--- src/rtl/rv_fwd_delay_line_pkg.sv ---
// Shared defaults and helpers for the ready/valid forward delay line.
package rv_pkg;

  localparam int unsigned DEFAULT_DATA_WIDTH = 8;
  localparam int unsigned DEFAULT_DEPTH      = 5;

  // Smallest number of bits able to index 'value' distinct states (ceil(log2(value))).
  function automatic int unsigned rv_clog2(input int unsigned value);
    int unsigned result;
    result = 0;
    for (int unsigned i = 0; i < 32; i++) begin
      if ((64'd1 << i) < 64'(value)) begin
        result = i + 1;
      end
    end
    return result;
  endfunction

endpackage

--- src/rtl/rv_fwd_stage.sv ---
// One forward-buffer stage: registered valid and payload, combinational
// ready pass-through (no skid), synchronous clear of the valid bit.
module rv_fwd_stage
  import rv_pkg::*;
#(
  parameter int unsigned DATA_WIDTH = DEFAULT_DATA_WIDTH
) (
  input  logic                  clock_port,
  input  logic                  reset_port,
  input  logic                  clear,
  input  logic                  in_valid,
  input  logic [DATA_WIDTH-1:0] in_data,
  output logic                  in_ready,
  output logic                  out_valid,
  output logic [DATA_WIDTH-1:0] out_data,
  input  logic                  out_ready
);

  logic                  v_q;
  logic [DATA_WIDTH-1:0] d_q;
  logic                  load;

  // Stage can take a word when empty or when its content leaves this cycle.
  always_comb begin
    in_ready = ~v_q | out_ready;
    load     = in_valid & in_ready;
  end

  // Valid bit: clear wins, then load, then drain, else hold.
  always_ff @(posedge clock_port or negedge reset_port) begin
    if (!reset_port) begin
      v_q <= 1'b0;
    end else if (clear) begin
      v_q <= 1'b0;
    end else if (load) begin
      v_q <= 1'b1;
    end else if (out_ready && v_q) begin
      v_q <= 1'b0;
    end
  end

  // Payload only changes on a load; a clear leaves it untouched.
  always_ff @(posedge clock_port or negedge reset_port) begin
    if (!reset_port) begin
      d_q <= '0;
    end else if (load && !clear) begin
      d_q <= in_data;
    end
  end

  assign out_valid = v_q;
  assign out_data  = d_q;

endmodule

--- src/rtl/rv_fwd_delay_line.sv ---
// DEPTH-stage ready/valid delay line with flush, occupancy counter and
// full/empty flags. Full throughput; latency DEPTH-1 edges after acceptance.
module rv_fwd_delay_line
  import rv_pkg::*;
#(
  parameter  int unsigned DATA_WIDTH = DEFAULT_DATA_WIDTH,
  parameter  int unsigned DEPTH      = DEFAULT_DEPTH,
  localparam int unsigned CNT_W      = rv_clog2(DEPTH + 1)
) (
  input  logic                  clock_port,
  input  logic                  reset_port,
  input  logic                  clear,
  input  logic [DATA_WIDTH-1:0] input_port_data,
  input  logic                  input_port_valid,
  output logic                  input_port_ready,
  output logic [DATA_WIDTH-1:0] output_port_data,
  output logic                  output_port_valid,
  input  logic                  output_port_ready,
  output logic [CNT_W-1:0]      occupancy,
  output logic                  empty,
  output logic                  full
);

  logic                  head_ready;
  logic                  tail_valid;
  logic [DATA_WIDTH-1:0] tail_data;
  logic                  in_xfer;
  logic                  out_xfer;
  logic [CNT_W-1:0]      occ_q;

  // Per-stage nets live inside the generate scope so the ready chain is a
  // sequence of distinct signals rather than bits of one self-dependent vector.
  for (genvar k = 0; k < DEPTH; k++) begin : g_stage
    logic                  v_in;
    logic                  rdy_in;
    logic                  rdy_out;
    logic                  v_o;
    logic [DATA_WIDTH-1:0] d_in;
    logic [DATA_WIDTH-1:0] d_o;

    if (k == 0) begin : g_head
      assign v_in       = input_port_valid;
      assign d_in       = input_port_data;
      assign head_ready = rdy_in;
    end else begin : g_link
      assign v_in = g_stage[k-1].v_o;
      assign d_in = g_stage[k-1].d_o;
    end

    if (k == DEPTH - 1) begin : g_tail
      assign rdy_out    = output_port_ready;
      assign tail_valid = v_o;
      assign tail_data  = d_o;
    end else begin : g_fwd
      assign rdy_out = g_stage[k+1].rdy_in;
    end

    rv_fwd_stage #(
      .DATA_WIDTH (DATA_WIDTH)
    ) u_stage (
      .clock_port (clock_port),
      .reset_port (reset_port),
      .clear      (clear),
      .in_valid   (v_in),
      .in_data    (d_in),
      .in_ready   (rdy_in),
      .out_valid  (v_o),
      .out_data   (d_o),
      .out_ready  (rdy_out)
    );
  end

  // Clear blocks both handshakes in its cycle; flags decode the counter.
  always_comb begin
    input_port_ready  = head_ready & ~clear;
    output_port_valid = tail_valid & ~clear;
    output_port_data  = tail_data;
    in_xfer           = input_port_valid & input_port_ready;
    out_xfer          = output_port_valid & output_port_ready;
    occupancy         = occ_q;
    empty             = (occ_q == '0);
    full              = (occ_q == CNT_W'(DEPTH));
  end

  // Occupancy tracks transfers; simultaneous in/out leaves it unchanged.
  always_ff @(posedge clock_port or negedge reset_port) begin
    if (!reset_port) begin
      occ_q <= '0;
    end else if (clear) begin
      occ_q <= '0;
    end else if (in_xfer && !out_xfer) begin
      occ_q <= occ_q + CNT_W'(1);
    end else if (out_xfer && !in_xfer) begin
      occ_q <= occ_q - CNT_W'(1);
    end
  end

endmodule

--- config.mk ---
export PLATFORM = sky130hd
export DESIGN_NAME = rv_fwd_delay_line
export DESIGN_NICKNAME = d
export VERILOG_FILES = /design/src/rtl/rv_fwd_delay_line_pkg.sv /design/src/rtl/rv_fwd_stage.sv /design/src/rtl/rv_fwd_delay_line.sv
export SDC_FILE = /design/constraint.sdc
export NUM_CORES = 1
export LEC_CHECK = 0
export CAP_MARGIN = 5
export CORE_MARGIN = 3
export CORE_UTILIZATION = 30
export CTS_BUF_LIST = sky130_fd_sc_hd__clkbuf_4 sky130_fd_sc_hd__clkbuf_8
export CTS_CLUSTER_SIZE = 12
export DETAILED_ROUTE_END_ITERATION = 16
export GPL_TIMING_DRIVEN = 0
export PLACE_DENSITY_LB_ADDON = 0.1
export RECOVER_POWER = 50
export SKIP_CTS_REPAIR_TIMING = 1
export SLEW_MARGIN = 20
export SYNTH_ARGS = -nofsm -noshare
export SYNTH_HDL_FRONTEND = slang
export SYNTH_SLANG_ARGS = --single-unit
--- constraint.sdc ---
create_clock -name clock_port -period 2.5 [get_ports clock_port]
set_input_delay 0.375 -clock clock_port [delete_from_list [all_inputs] [get_ports clock_port]]
set_output_delay 0.375 -clock clock_port [all_outputs]
set_load 0.01 [all_outputs]
# ---- Yosys cells after proc, flatten, opt, wreduce, memory -nomap -nowiden
# Cells that the tools add are included.
dict set report word_totals {
  in_bits 13
  elab_cells 74
  register_bits 48
  output_inout_bits 15
}
dict set report op_classes {
  reduce_logical 22
  muxes 18
  add_sub_neg 2
  n_bitwise 20
  n_eq_ne 1
}
# op n
set ops {}
lappend ops {{3-bit nonzero test} 6}
lappend ops {{1-bit two-way mux} 15}
lappend ops {{1-bit logical AND} 12}
lappend ops {{1-bit bitwise AND} 9}
lappend ops {{3-bit two-way mux} 3}
lappend ops {{1-bit NOT} 6}
lappend ops {{1-bit OR} 5}
lappend ops {{3-bit by 1-bit adder with 3-bit output, second input constant} 1}
lappend ops {{3-bit equality test, second input constant} 1}
lappend ops {{1-bit zero test} 3}
lappend ops {{3-bit zero test} 1}
lappend ops {{3-bit by 1-bit subtractor with 3-bit output, second input constant} 1}

# ---- Longest topological paths before layout
# Gate-level depths: netlist of the first run.
dict set report logic_depth {
  ltp_word 13
  ltp_mapped 8
  mapped_depth_nobuf 7
}

# ---- Hierarchy
# A second synthesis of the first run with hierarchy kept.
dict set report unflattened {
  hier_cells 140
  area_unflattened_um2 2075.7
}
# module cells_per_inst n_inst seq_area_each_um2 area_each_um2
set by_module_without_submodules {}
lappend by_module_without_submodules {rv_fwd_stage 22 5 225.2 359.1}
lappend by_module_without_submodules {rv_fwd_delay_line 30 1 75.1 280.3}

# ---- Least setup slack after synthesis of the first run
# OpenSTA, ideal clock, no wires.
dict set report synth_timing {
  path_kind {input to register}
  startpoint {input output_port_ready}
  endpoint {register occ_q[2], in the netlist occupancy[2]}
  setup_time_ns 0.136
  path_slack_ns 0.424
  path_buffers 1
  path_stages 8
  required_time_ns 2.364
  t_arrival_ns 1.940
  path_cell_list {buf_6 nand4b_4 o21ai_4 nor2_1 fa_1 and4b_1 a311oi_1 nand4_1}
}
dict set report synth_between {
  elab_chain_len 10
  word_cells_on_any_way 15
  cone_classes {mux (2); bitwise (8); reduce/logical (5)}
}
# item line_no
set synth_lines {}
lappend synth_lines {{from (decl)} rv_fwd_delay_line.sv:18} ;# input logic output_port_ready,
lappend synth_lines {{1-bit OR (5 in a row)} rv_fwd_stage.sv:25} ;# in_ready = ~v_q | out_ready;
lappend synth_lines {{1-bit bitwise AND} rv_fwd_delay_line.sv:75} ;# input_port_ready = head_ready & ~clear;
lappend synth_lines {{1-bit bitwise AND} rv_fwd_delay_line.sv:78} ;# in_xfer = input_port_valid & input_port_ready;
lappend synth_lines {{1-bit logical AND / 1-bit zero test (equally long branches)} {rv_fwd_delay_line.sv:91, rv_fwd_delay_line.sv:93}}
lappend synth_lines {{3-bit two-way mux / 1-bit logical AND (equally long branches)} {rv_fwd_delay_line.sv:91, rv_fwd_delay_line.sv:93}}
lappend synth_lines {{3-bit two-way mux / 3-bit nonzero test (equally long branches)} n/a}
lappend synth_lines {{to (signal assigned)} rv_fwd_delay_line.sv:92} ;# occ_q <= occ_q + CNT_W'(1);
lappend synth_lines {{to (signal assigned)} rv_fwd_delay_line.sv:94} ;# occ_q <= occ_q - CNT_W'(1);
lappend synth_lines {{to (decl)} rv_fwd_delay_line.sv:29} ;# logic [CNT_W-1:0] occ_q;
# Several ways; a longest one is shown, not always the timed one.
# A chain may end at the register's enable or synchronous reset.

# ---- Final worst setup path of the first run
dict set report layout_timing {
  startpoint {input clear}
  endpoint {register occ_q[2], in the netlist occupancy[2]}
}
dict set report layout_between {
  elab_chain_len 7
  word_cells_on_any_way 12
  cone_classes {mux (2); bitwise (5); reduce/logical (5)}
}
# item line_no
set layout_lines {}
lappend layout_lines {{from (decl)} rv_fwd_delay_line.sv:12} ;# input logic clear,
lappend layout_lines {{1-bit NOT} {rv_fwd_delay_line.sv:75, rv_fwd_delay_line.sv:76}}
lappend layout_lines {{1-bit bitwise AND} rv_fwd_delay_line.sv:76} ;# output_port_valid = tail_valid & ~clear;
lappend layout_lines {{1-bit bitwise AND} rv_fwd_delay_line.sv:79} ;# out_xfer = output_port_valid & output_port_ready;
lappend layout_lines {{1-bit zero test} rv_fwd_delay_line.sv:91} ;# end else if (in_xfer && !out_xfer) begin
lappend layout_lines {{1-bit logical AND} rv_fwd_delay_line.sv:91}
lappend layout_lines {{3-bit two-way mux} rv_fwd_delay_line.sv:91}
lappend layout_lines {{3-bit two-way mux} rv_fwd_delay_line.sv:89} ;# end else if (clear) begin
# Several ways; a longest one is shown, not always the timed one.

==> summary.txt, run 1 <==
Cells and area
  • Finished Layout Cells: 286
  • Share of cells above drive strength 1: 0.342
  • ANT cells: 0
  • P&R area growth vs syn: 21.8%
  • Reg area: 1200 µm²
  • Net count, final: just over 200
  • Area occupied by multi-input gates: around 850 µm²
  • Fill count: roughly 680
  • Post-route cell area: approximately 2600 µm²

Clock network
  • Clk_lat worst skew: ~300 ps
  • CTS max path bufs: 2
  • Root Buffer: clkbuf_8
  • CTS buffer count: 5
  • CTS H-tree lvls: 2
  • CTS Sinks: 48
  • Worst-path clk slew: about 90 ps
  • CTS tree: yes

Status
  • Status: completed

Worst setup path
  • Arrival @ worst endpoint: 2470 ps
  • Crit path cell chain: clkdlybuf4s50_1, clkbuf_4, and2b_1, o21ai_4, nor2_1, fa_1, and4b_1, a311oi_1, nand4_1
  • Family with the most delay on the worst path: simple AND/OR/NAND/NOR gates
  • Worst flop-to-flop path endpoint: occupancy[2]
  • Crit path buf inv count: 2
  • Reg2reg setup slack: 410 ps
  • Critical Path RT: between 2000 and 3000 ps
  • Element type at the critical path end: register
  • Critical Path Stages: 9
  • Worst-path maximum fanout: 10
  • R2r startpoint: g_stage[4].u_stage.out_valid
  • CP startpoint kind: input port
  • CP peak stage delay: 470 ps
  • Crit-path slowest cell: clkdlybuf4s50_1
  • Setup CP Type: in2reg
  • Reg2reg path depth: 8

Die
  • Starting density of the core: 0.312
  • FP Rows: 30
  • DIE HEIGHT: 90.2 µm
  • Total Die Area: about 8100 µm²
  • Die width: around 90 µm
  • CORE AREA: approximately 7000 µm²
  • Ports: 28

Yosys
  • Main combinational cell family by area after synthesis: multiplexers
  • Mean Syn Cell Area: 13.7 µm²
  • Compound-cell area share of the yosys netlist: 0.0711
  • Yosys top cell area share: 0.564
  • Unique masters post-synth: 38
  • Yosys reg bits: 48
  • Syn Std Cell Area: 2130 µm²
  • Post-synthesis adder-cell area fraction: 0.00941
  • Top post-synthesis cells by area: dfrtp_1, mux2_2, nor2_1, a21oi_1, nand4b_4
  • Area leader, netlist: dfrtp_1
  • Mapped Cells: about 160
  • Syn Nets: roughly 170
  • Simple-gate area share of the yosys netlist: 0.104
  • Xor-xnor portion of the synthesized cell area: 0
  • Sequential share of the synthesized area: 0.564
  • Mux share of post-synthesis cell area: 0.217
  • Yosys warns: 0

STA
  • Clock skew: between 7 and 8 ps
  • Final Setup Violations: 0
  • RSZ-0062 raised after global routing: no
  • Slew @ Worst Pin: between 1000 and 1500 ps
  • Max-Slew Margin vs Limit: 0.277
  • Post-route minimum period: 2310 ps
  • Hold Vio Cnt, Final: 0
  • Final Hold Slack: around 250 ps
  • Fmax: about 430 MHz
  • Final cycle utilization of the critical path: 0.922
  • Final Max Slew Viols: 0

Power and ir drop
  • PwrDens: between 700 and 800 nW/µm²
  • Leak: roughly 0.0011 µW
  • VDD IR max: ~0.23 mV

Global route
  • Pin count of the biggest net entering global routing: 31
  • Number of global-route vias before repair: approximately 1300
  • First-pass GRT wire length: between 6000 and 7000 µm
  • GRT Overall Usage: 0.109
  • Total gr overflow: 0
  • Antenna violations before repair: 0

Run
  • Max cap viols: 0

Place
  • Post-DP HPWL: between 2000 and 3000 µm
  • Routability Congestion: ~0.69
  • DP Area: 2510 µm²
  • Dpl cells: ~280
  • Port bufs: 25

Detailed routing
  • Drt pass-1 iters: 3
  • Vias per cell: approximately 4.6
  • Drt drc: 0
  • Antenna Violating Nets Remaining: 0
  • Iter 0 DRT Violations: 32
  • Detailed Route WL: ~4000 µm
  • Routed wire per std cell: 14.3 µm
  • Routed vias: 1313

Hold path
  • HP Class: in2async
-- layer usage --
metal	wire length, µm	global-route usage	vias to the layer above
met3	146	0.0301	7
li1	-	-	625
met4	63	0.0383	0
met5	0	0	-
met2	1880	0.164	23
met1	2000	0.151	658
-- how the worst max path moves through the flow --
stage                      start                              to  slack (ps)
3_5_place_dp               clear                    occupancy[2]        -290
3_3_place_gp          reset_port  g_stage[0].u_stage.out_data[2]        -270
6_report                   clear                    occupancy[2]         190
5_1_grt                    clear                    occupancy[2]          90
4_1_cts                    clear                    occupancy[2]          40
2_1_floorplan  output_port_ready                    occupancy[2]         420
-- cell usage in the layout (no fill, tap or decap), types with 2 or more instances in the layout --
cell and count:
clkdlybuf4s50_1 24, and2_1 2, mux2_2 41, clkbuf_1 2
clkinv_2 2, nand3b_1 2, clkbuf_2 2, nor2_1 10
nor4b_1 2, buf_4 2, a211o_1 2, a211oi_1 2
inv_1 4, buf_2 3, nand4_1 2, a21oi_1 6
and4b_1 2, buf_6 2, nand2_1 2, nand3_1 2
o2111ai_1 2, clkbuf_8 5, dfrtp_1 48
-- registers in the layout, indices dropped and copies added (netlist names) --
register,flops
occupancy,3
g_stage.u_stage.out_data,40
g_stage.u_stage.out_valid,5
-- layout make-up --
type | count | area share
inverters | 4 | 0.00579
repair buffers | 27 | 0.0989
clock buffers | 5 | 0.0265
plain buffers | 9 | 0.0236
clock inverters | 3 | 0.00724
flip-flops and latches | 48 | 0.463
well taps | 96 | 0.0463
multi-input cells | 94 | 0.328
-- where the power goes --
| part | switching [µW] | internal [µW] | leakage, µW |
|---|---|---|---|
| Clock | 265 | 195 | 0.0000479 |
| Combinational | 125 | 219 | 0.000489 |
| Sequential | 93.0 | 956 | 0.000608 |
-- Yosys cell counts --
cell type,n
nand2_1,2
mux2_2,41
and2_1,2
and3b_1,1
a21bo_2,1
buf_2,4
nand3b_2,1
nand4_1,2
nand2b_1,1
fa_1,1
a21oi_1,6
inv_1,4
nor2b_1,1
nor4b_1,2
buf_1,1
a21o_1,1
a311oi_1,1
and2b_1,1
clkbuf_1,1
a211oi_1,2
o21ai_4,1
nand3_1,2
buf_4,1
and3_1,1
o21ai_0,1
a211o_1,2
o2111ai_1,2
a22oi_1,1
nand4b_4,1
a21oi_4,1
nor3b_2,1
dfrtp_1,48
buf_6,2
nand3b_1,1
nor3_1,1
and4b_1,2
nor2b_2,1
nor2_1,10
-- logic make-up (layout without fill, tap and decap cells) --
logic type | Yosys count | in the layout
mux | 41 | 41
compound gates | 19 | 19
flops | 48 | 48
fa+ha+maj | 1 | 1
simple gates | 33 | 33
buf+inv | 13 | 48
-- through the flow --
step / setup WS [ps] / utilization / setup TNS [ps] / total power [µW]
final: 195 / 0.379 / 0 / 1850
after global routing: 85.9 / 0.379 / 0 / 1970
after CTS: 42.3 / 0.381 / 0 / 1890
after detailed placement: -290 / 0.368 / -290 / 1420
after global placement: -274 / 0.366 / -13230 / 1400
after floorplan: 424 / - / 0 / 1260
(Power assumes the default switching activity.)
==> run 2: changes to the inputs <==
--- a/config.mk
+++ b/config.mk
@@ -11,7 +11,6 @@
 export CTS_BUF_LIST = sky130_fd_sc_hd__clkbuf_4 sky130_fd_sc_hd__clkbuf_8
 export CTS_CLUSTER_SIZE = 12
 export DETAILED_ROUTE_END_ITERATION = 16
-export GPL_TIMING_DRIVEN = 0
 export PLACE_DENSITY_LB_ADDON = 0.1
 export RECOVER_POWER = 50
 export SKIP_CTS_REPAIR_TIMING = 1
==> run 2 against run 1 <==
Compared with the run above:
- wire length shrank 4.2%
- setup slack gained 80 ps
- power grew 11%
- count of clock-buffer cells in the layout is the same
- largest power group unchanged
==> summary.txt, run 2 (same netlist as run 1, synthesis figures left out) <==
Status
  • Status: completed

STA
  • Fmax: 449 MHz (+3.6%)
  • Final Setup Violations: 0 (unchanged)
  • Slew @ Worst Pin: 1390 ps (+307 ps)
  • Final Max Slew Viols: 0 (unchanged)
  • RSZ-0062 raised after global routing: no
  • Clock skew: 5.91 ps (-1.65 ps)
  • Hold Vio Cnt, Final: 0 (unchanged)
  • Post-route minimum period: 2230 ps (-79.8 ps)
  • Max-Slew Margin vs Limit: 0.0730 (-0.204)
  • Final cycle utilization of the critical path: 0.890 (-0.0319)

Clock network
  • Root Buffer: clkbuf_8
  • Clk_lat worst skew: 300 ps (about the same)
  • Worst-path clk slew: 90 ps (about the same)
  • CTS max path bufs: 2 (unchanged)
  • CTS buffer count: 5 (unchanged)
  • CTS H-tree lvls: 2 (unchanged)
  • CTS Sinks: 48 (unchanged)
  • CTS tree: yes

Cells and area
  • Most common cell after layout, fill and taps aside: dfrtp_1
  • Share of cells above drive strength 1: 0.324 (-0.0176)
  • Most frequent cells in the layout: dfrtp_1, mux2_2, clkdlybuf4s50_1
  • Area occupied by multi-input gates: 852 µm² (+0.15%)
  • Net count, final: 201 (-0.99%)
  • Reg area: 1200 µm² (unchanged)
  • Post-route cell area: 2650 µm² (+2.3%)
  • ANT cells: 0 (unchanged)
  • Finished Layout Cells: 284 (-0.70%)
  • Largest register FFs: 40 (unchanged)
  • Fill count: 682 (-0.15%)
  • P&R area growth vs syn: 24.6%

Place
  • Dpl cells: 276 (-0.36%)
  • Post-DP HPWL: 2790 µm (-2.0%)
  • DP Area: 2520 µm² (+0.30%)
  • Port bufs: 27 (+8.0%)
  • Routability Congestion: 0.773 (+12%)

Detailed routing
  • Drt pass-1 iters: 4 (+1)
  • Drt drc: 0 (unchanged)
  • Detailed Route WL: 3920 µm (-4.2%)
  • Vias per cell: 4.67 (+1.7%)
  • Routed wire per std cell: 13.8 µm (-3.5%)
  • Routed vias: 1326 (+0.99%)
  • Antenna Violating Nets Remaining: 0 (unchanged)
  • Iter 0 DRT Violations: 44 (+38%)

Worst setup path
  • Worst-path maximum fanout: 5 (-5)
  • Reg2reg setup slack: 350 ps (-60 ps)
  • Worst flop-to-flop path endpoint: occupancy[2]
  • CP startpoint kind: input port
  • Element type at the critical path end: output port
  • Critical Path RT: 2120 ps (-550 ps)
  • Arrival @ worst endpoint: 1850 ps (-620 ps)
  • Reg2reg path depth: 7 (-1)
  • Setup crit start: output_port_ready
  • R2r startpoint: g_stage[4].u_stage.out_valid
  • Setup CP Type: in2out

Global route
  • Number of global-route vias before repair: 1372 (+1.8%)
  • First-pass GRT wire length: 6840 µm (-1.6%)
  • Total gr overflow: 0 (unchanged)
  • GRT Overall Usage: 0.106 (-0.00322)
  • Pin count of the biggest net entering global routing: 27 (-13%)
  • Antenna violations before repair: 0 (unchanged)

Die
  • CORE AREA: 6830 µm² (unchanged)
  • Total Die Area: 8140 µm² (unchanged)
  • DIE HEIGHT: 90.2 µm (unchanged)
  • FP Rows: 30 (unchanged)
  • Ports: 28 (unchanged)
  • Die width: 90.2 µm (unchanged)
  • Starting density of the core: 0.312 (unchanged)

Hold path
  • HP Class: in2async

Power and ir drop
  • VDD IR max: 0.296 mV (+27%)
  • Leak: 0.00117 µW (+2.5%)
  • PwrDens: 778 nW/µm² (+8.8%)

Run
  • Max cap viols: 0 (unchanged)
## run 2: cell count changes in the layout (fill, tap and decap cells not counted), moves of 2 or more
| cell | before | now |
|---|---|---|
| buf_2 | 3 | 0 |
| bufinv_16 | 0 | 2 |
| clkinv_2 | 2 | 0 |
| clkbuf_2 | 2 | 0 |
| buf_4 | 2 | 5 |
| dlygate4sd3_1 | 0 | 2 |
| buf_6 | 2 | 0 |
## run 2: how the worst max path moves through the flow
stage                        to  slack, ps  cells past startpoint
3_5_place_dp       occupancy[2]         -5                      8
5_1_grt        input_port_ready        180                      4
6_report       input_port_ready        270                      4
4_1_cts        input_port_ready        240                      4
2_1_floorplan      occupancy[2]        420                      8
3_3_place_gp       occupancy[2]        100                      8
## run 2: layer usage
metal	part of all wire	track usage
met3	0.039	0.0318
met2	0.49	0.176
met5	0	0
met1	0.45	0.132
met4	0.014	0.0344
## run 2: area by class of cell
| class | instances | area share |
|---|---|---|
| clock buffer | 5 | 0.0260 |
| clock inverter | 3 | 0.0260 |
| inverter | 4 | 0.00566 |
| multi-input combinational | 94 | 0.321 |
| sequential | 48 | 0.453 |
| tap | 96 | 0.0453 |
| timing repair buffer | 34 | 0.123 |
## run 2: through the flow
step	util	power [µW]	setup TNS, ps	hold slack [ps]	setup slack [ps]
global placement	0.369	1400	0	411	102
CTS	0.389	2100	0	78.6	243
detailed placement	0.369	1420	-5.19	417	-5.19
finish	0.388	2060	0	371	275
global route	0.388	2190	0	504	184
floorplan	-	1260	0	79.4	424
## run 2: critical path, cell delays in order
cell	delay [ps]
clkdlybuf4s50_1	540
and4b_1	240
a21oi_1	130
clkdlybuf4s50_1	560
## run 2: report_power, final
part / leakage [µW] / switching, µW / total, µW / internal [µW]
clock: 0.0000687 / 271 / 674 / 403
combinational: 0.000497 / 117 / 338 / 221
sequential: 0.000608 / 95.9 / 1050 / 956
total: 0.00117 / 483 / 2060 / 1580
==> run 3: changes to the inputs <==
--- a/config.mk
+++ b/config.mk
@@ -6,8 +6,10 @@
 export NUM_CORES = 1
 export LEC_CHECK = 0
 export CAP_MARGIN = 5
+export CELL_PAD_IN_SITES_DETAIL_PLACEMENT = 0
+export CELL_PAD_IN_SITES_GLOBAL_PLACEMENT = 1
 export CORE_MARGIN = 3
-export CORE_UTILIZATION = 30
+export CORE_UTILIZATION = 46
 export CTS_BUF_LIST = sky130_fd_sc_hd__clkbuf_4 sky130_fd_sc_hd__clkbuf_8
 export CTS_CLUSTER_SIZE = 12
 export DETAILED_ROUTE_END_ITERATION = 16
==> run 3 against run 2 <==
Compared with the run above:
- final cell count shrank 15%
- utilization grew 19 points
- non-clock buffer count grew 2
- die area shrank 33%
- wire length shrank 7.6%
- worst hold slack gained 65 ps
- critical endpoint is now occupancy[2]
- largest power group unchanged
- highest routed layer unchanged
==> summary.txt, run 3 (same netlist as run 1, synthesis figures left out) <==
Status
  • Status: completed

Cells and area
  • Share of cells above drive strength 1: 0.311 (-0.0139)
  • Fill count: 359 (-47%)
  • Largest register FFs: 40 (unchanged)
  • ANT cells: 0 (unchanged)
  • Most common cell after layout, fill and taps aside: dfrtp_1
  • Net count, final: 203 (+1.0%)
  • Most frequent cells in the layout: dfrtp_1, mux2_2, clkdlybuf4s50_1
  • P&R area growth vs syn: 19.5%
  • Post-route cell area: 2540 µm² (-4.1%)

Detailed routing
  • Drt drc: 0 (unchanged)
  • Routed wire per std cell: 15.0 µm (+8.5%)
  • Antenna Violating Nets Remaining: 0 (unchanged)
  • Drt pass-1 iters: 4 (unchanged)
  • Detailed Route WL: 3620 µm (-7.6%)
  • Iter 0 DRT Violations: 31 (-30%)
  • Routed vias: 1303 (-1.7%)
  • Vias per cell: 5.38 (+15%)

Global route
  • Pin count of the biggest net entering global routing: 26 (-3.7%)
  • GRT Overall Usage: 0.152 (+0.0463)
  • First-pass GRT wire length: 6490 µm (-5.1%)
  • Number of global-route vias before repair: 1350 (-1.6%)
  • Antenna violations before repair: 0 (unchanged)
  • Total gr overflow: 0 (unchanged)

Die
  • Ports: 28 (unchanged)
  • CORE AREA: 4410 µm² (-35%)
  • Starting density of the core: 0.482 (+0.171)
  • FP Rows: 24 (-20%)
  • Total Die Area: 5480 µm² (-33%)
  • DIE HEIGHT: 74.0 µm (-18%)
  • Die width: 74.0 µm (-18%)

Worst setup path
  • Crit path cell chain: clkdlybuf4s50_1, clkbuf_1, and2_1, nor2_1, fa_1, and4b_1, a311oi_1, nand4_1
  • Worst-path maximum fanout: 8 (+3)
  • Element type at the critical path end: register
  • Crit-path slowest cell: clkdlybuf4s50_1
  • Arrival @ worst endpoint: 2380 ps (+530 ps)
  • Reg2reg setup slack: 410 ps (+60 ps)
  • Setup CP Type: in2reg
  • CP startpoint kind: input port
  • Crit path buf inv count: 2 (unchanged)
  • CP peak stage delay: 500 ps (-60 ps)
  • Critical Path RT: 2670 ps (+550 ps)
  • Family with the most delay on the worst path: buffers and inverters

STA
  • Final Setup Violations: 0 (unchanged)
  • Hold Vio Cnt, Final: 0 (unchanged)
  • Post-route minimum period: 2210 ps (-13.2 ps)
  • Slew @ Worst Pin: 1260 ps (-127 ps)
  • Final cycle utilization of the critical path: 0.885 (-0.00528)
  • RSZ-0062 raised after global routing: no
  • Clock skew: 4.98 ps (-0.932 ps)
  • Final Max Slew Viols: 0 (unchanged)
  • Setup TNS Final: 0 ps (unchanged)
  • Fmax: 452 MHz (+0.60%)
  • Max-Slew Margin vs Limit: 0.158 (+0.0847)
  • Final Hold Slack: 437 ps (+65.5 ps)

Place
  • Post-DP HPWL: 2790 µm (+0.13%)
  • Routability Congestion: 0.864 (+12%)
  • DP Area: 2470 µm² (-2.1%)
  • Port bufs: 27 (unchanged)

Clock network
  • Clk_lat worst skew: 290 ps (about the same)
  • Worst-path clk slew: 90 ps (about the same)
  • CTS tree: yes
  • Root Buffer: clkbuf_8
  • CTS Sinks: 48 (unchanged)
  • CTS max path bufs: 2 (unchanged)
  • CTS buffer count: 5 (unchanged)
  • CTS H-tree lvls: 2 (unchanged)

Power and ir drop
  • VDD IR max: 0.388 mV (+31%)
  • PwrDens: 737 nW/µm² (-5.3%)
  • Leak: 0.00114 µW (-3.0%)

Hold path
  • HP Class: in2async

Run
  • Max cap viols: 0 (unchanged)
## run 3: cell types whose count changed in the layout (fill, tap and decap cells not counted), sizes merged
cell and change:
clkbuf +4, clkinv +1, clkdlybuf4s50 +2, dlygate4sd3 -2, bufinv -2, buf -1
## run 3: final cells by class
class / count / area, µm² / share of cell area
Multi-Input combinational cell: 94 / 848 / 0.334
Tap cell: 52 / 65.1 / 0.0256
Timing Repair Buffer: 36 / 317 / 0.125
Inverter: 4 / 15.0 / 0.00591
Clock buffer: 6 / 82.6 / 0.0325
Sequential cell: 48 / 1200 / 0.472
Clock inverter: 2 / 13.8 / 0.00541
## run 3: report_power, final
part	switching (µW)	leakage [µW]	internal [µW]	total (µW)
Combinational	116	0.000479	219	336
Sequential	105	0.000608	957	1060
Clock	250	0.0000516	226	476
Total	471	0.00114	1400	1870
## run 3: worst paths after layout
kind	from	cells past startpoint	endpoint
max in group asynchronous	reset_port	2	g_stage[1].u_stage.out_data[2]
hold reg to reg	g_stage[0].u_stage.out_data[7]	1	g_stage[1].u_stage.out_data[7]
min in group clock_port	g_stage[0].u_stage.out_data[7]	1	g_stage[1].u_stage.out_data[7]
setup / recovery	output_port_ready	8	occupancy[2]
setup reg to reg	g_stage[4].u_stage.out_valid	7	occupancy[2]
hold / removal	reset_port	2	g_stage[3].u_stage.out_valid
## run 3: per-stage QoR
step	total power [µW]	cells	util	worst slack (ps)
after floorplan	1260	155	-	424
after global placement	1390	234	0.559	182
after detailed placement	1420	234	0.559	69.0
after CTS	1900	242	0.581	280
after global routing	1980	242	0.576	126
final	1870	242	0.576	288
## run 3: metal layers
metal / routed length, µm / global-route usage / vias to the layer above
li1: - / - / 621
met1: 1720 / 0.217 / 650
met5: 0 / 0 / -
met3: 196 / 0.0459 / 2
met2: 1690 / 0.233 / 30
met4: 17 / 0.0302 / 0
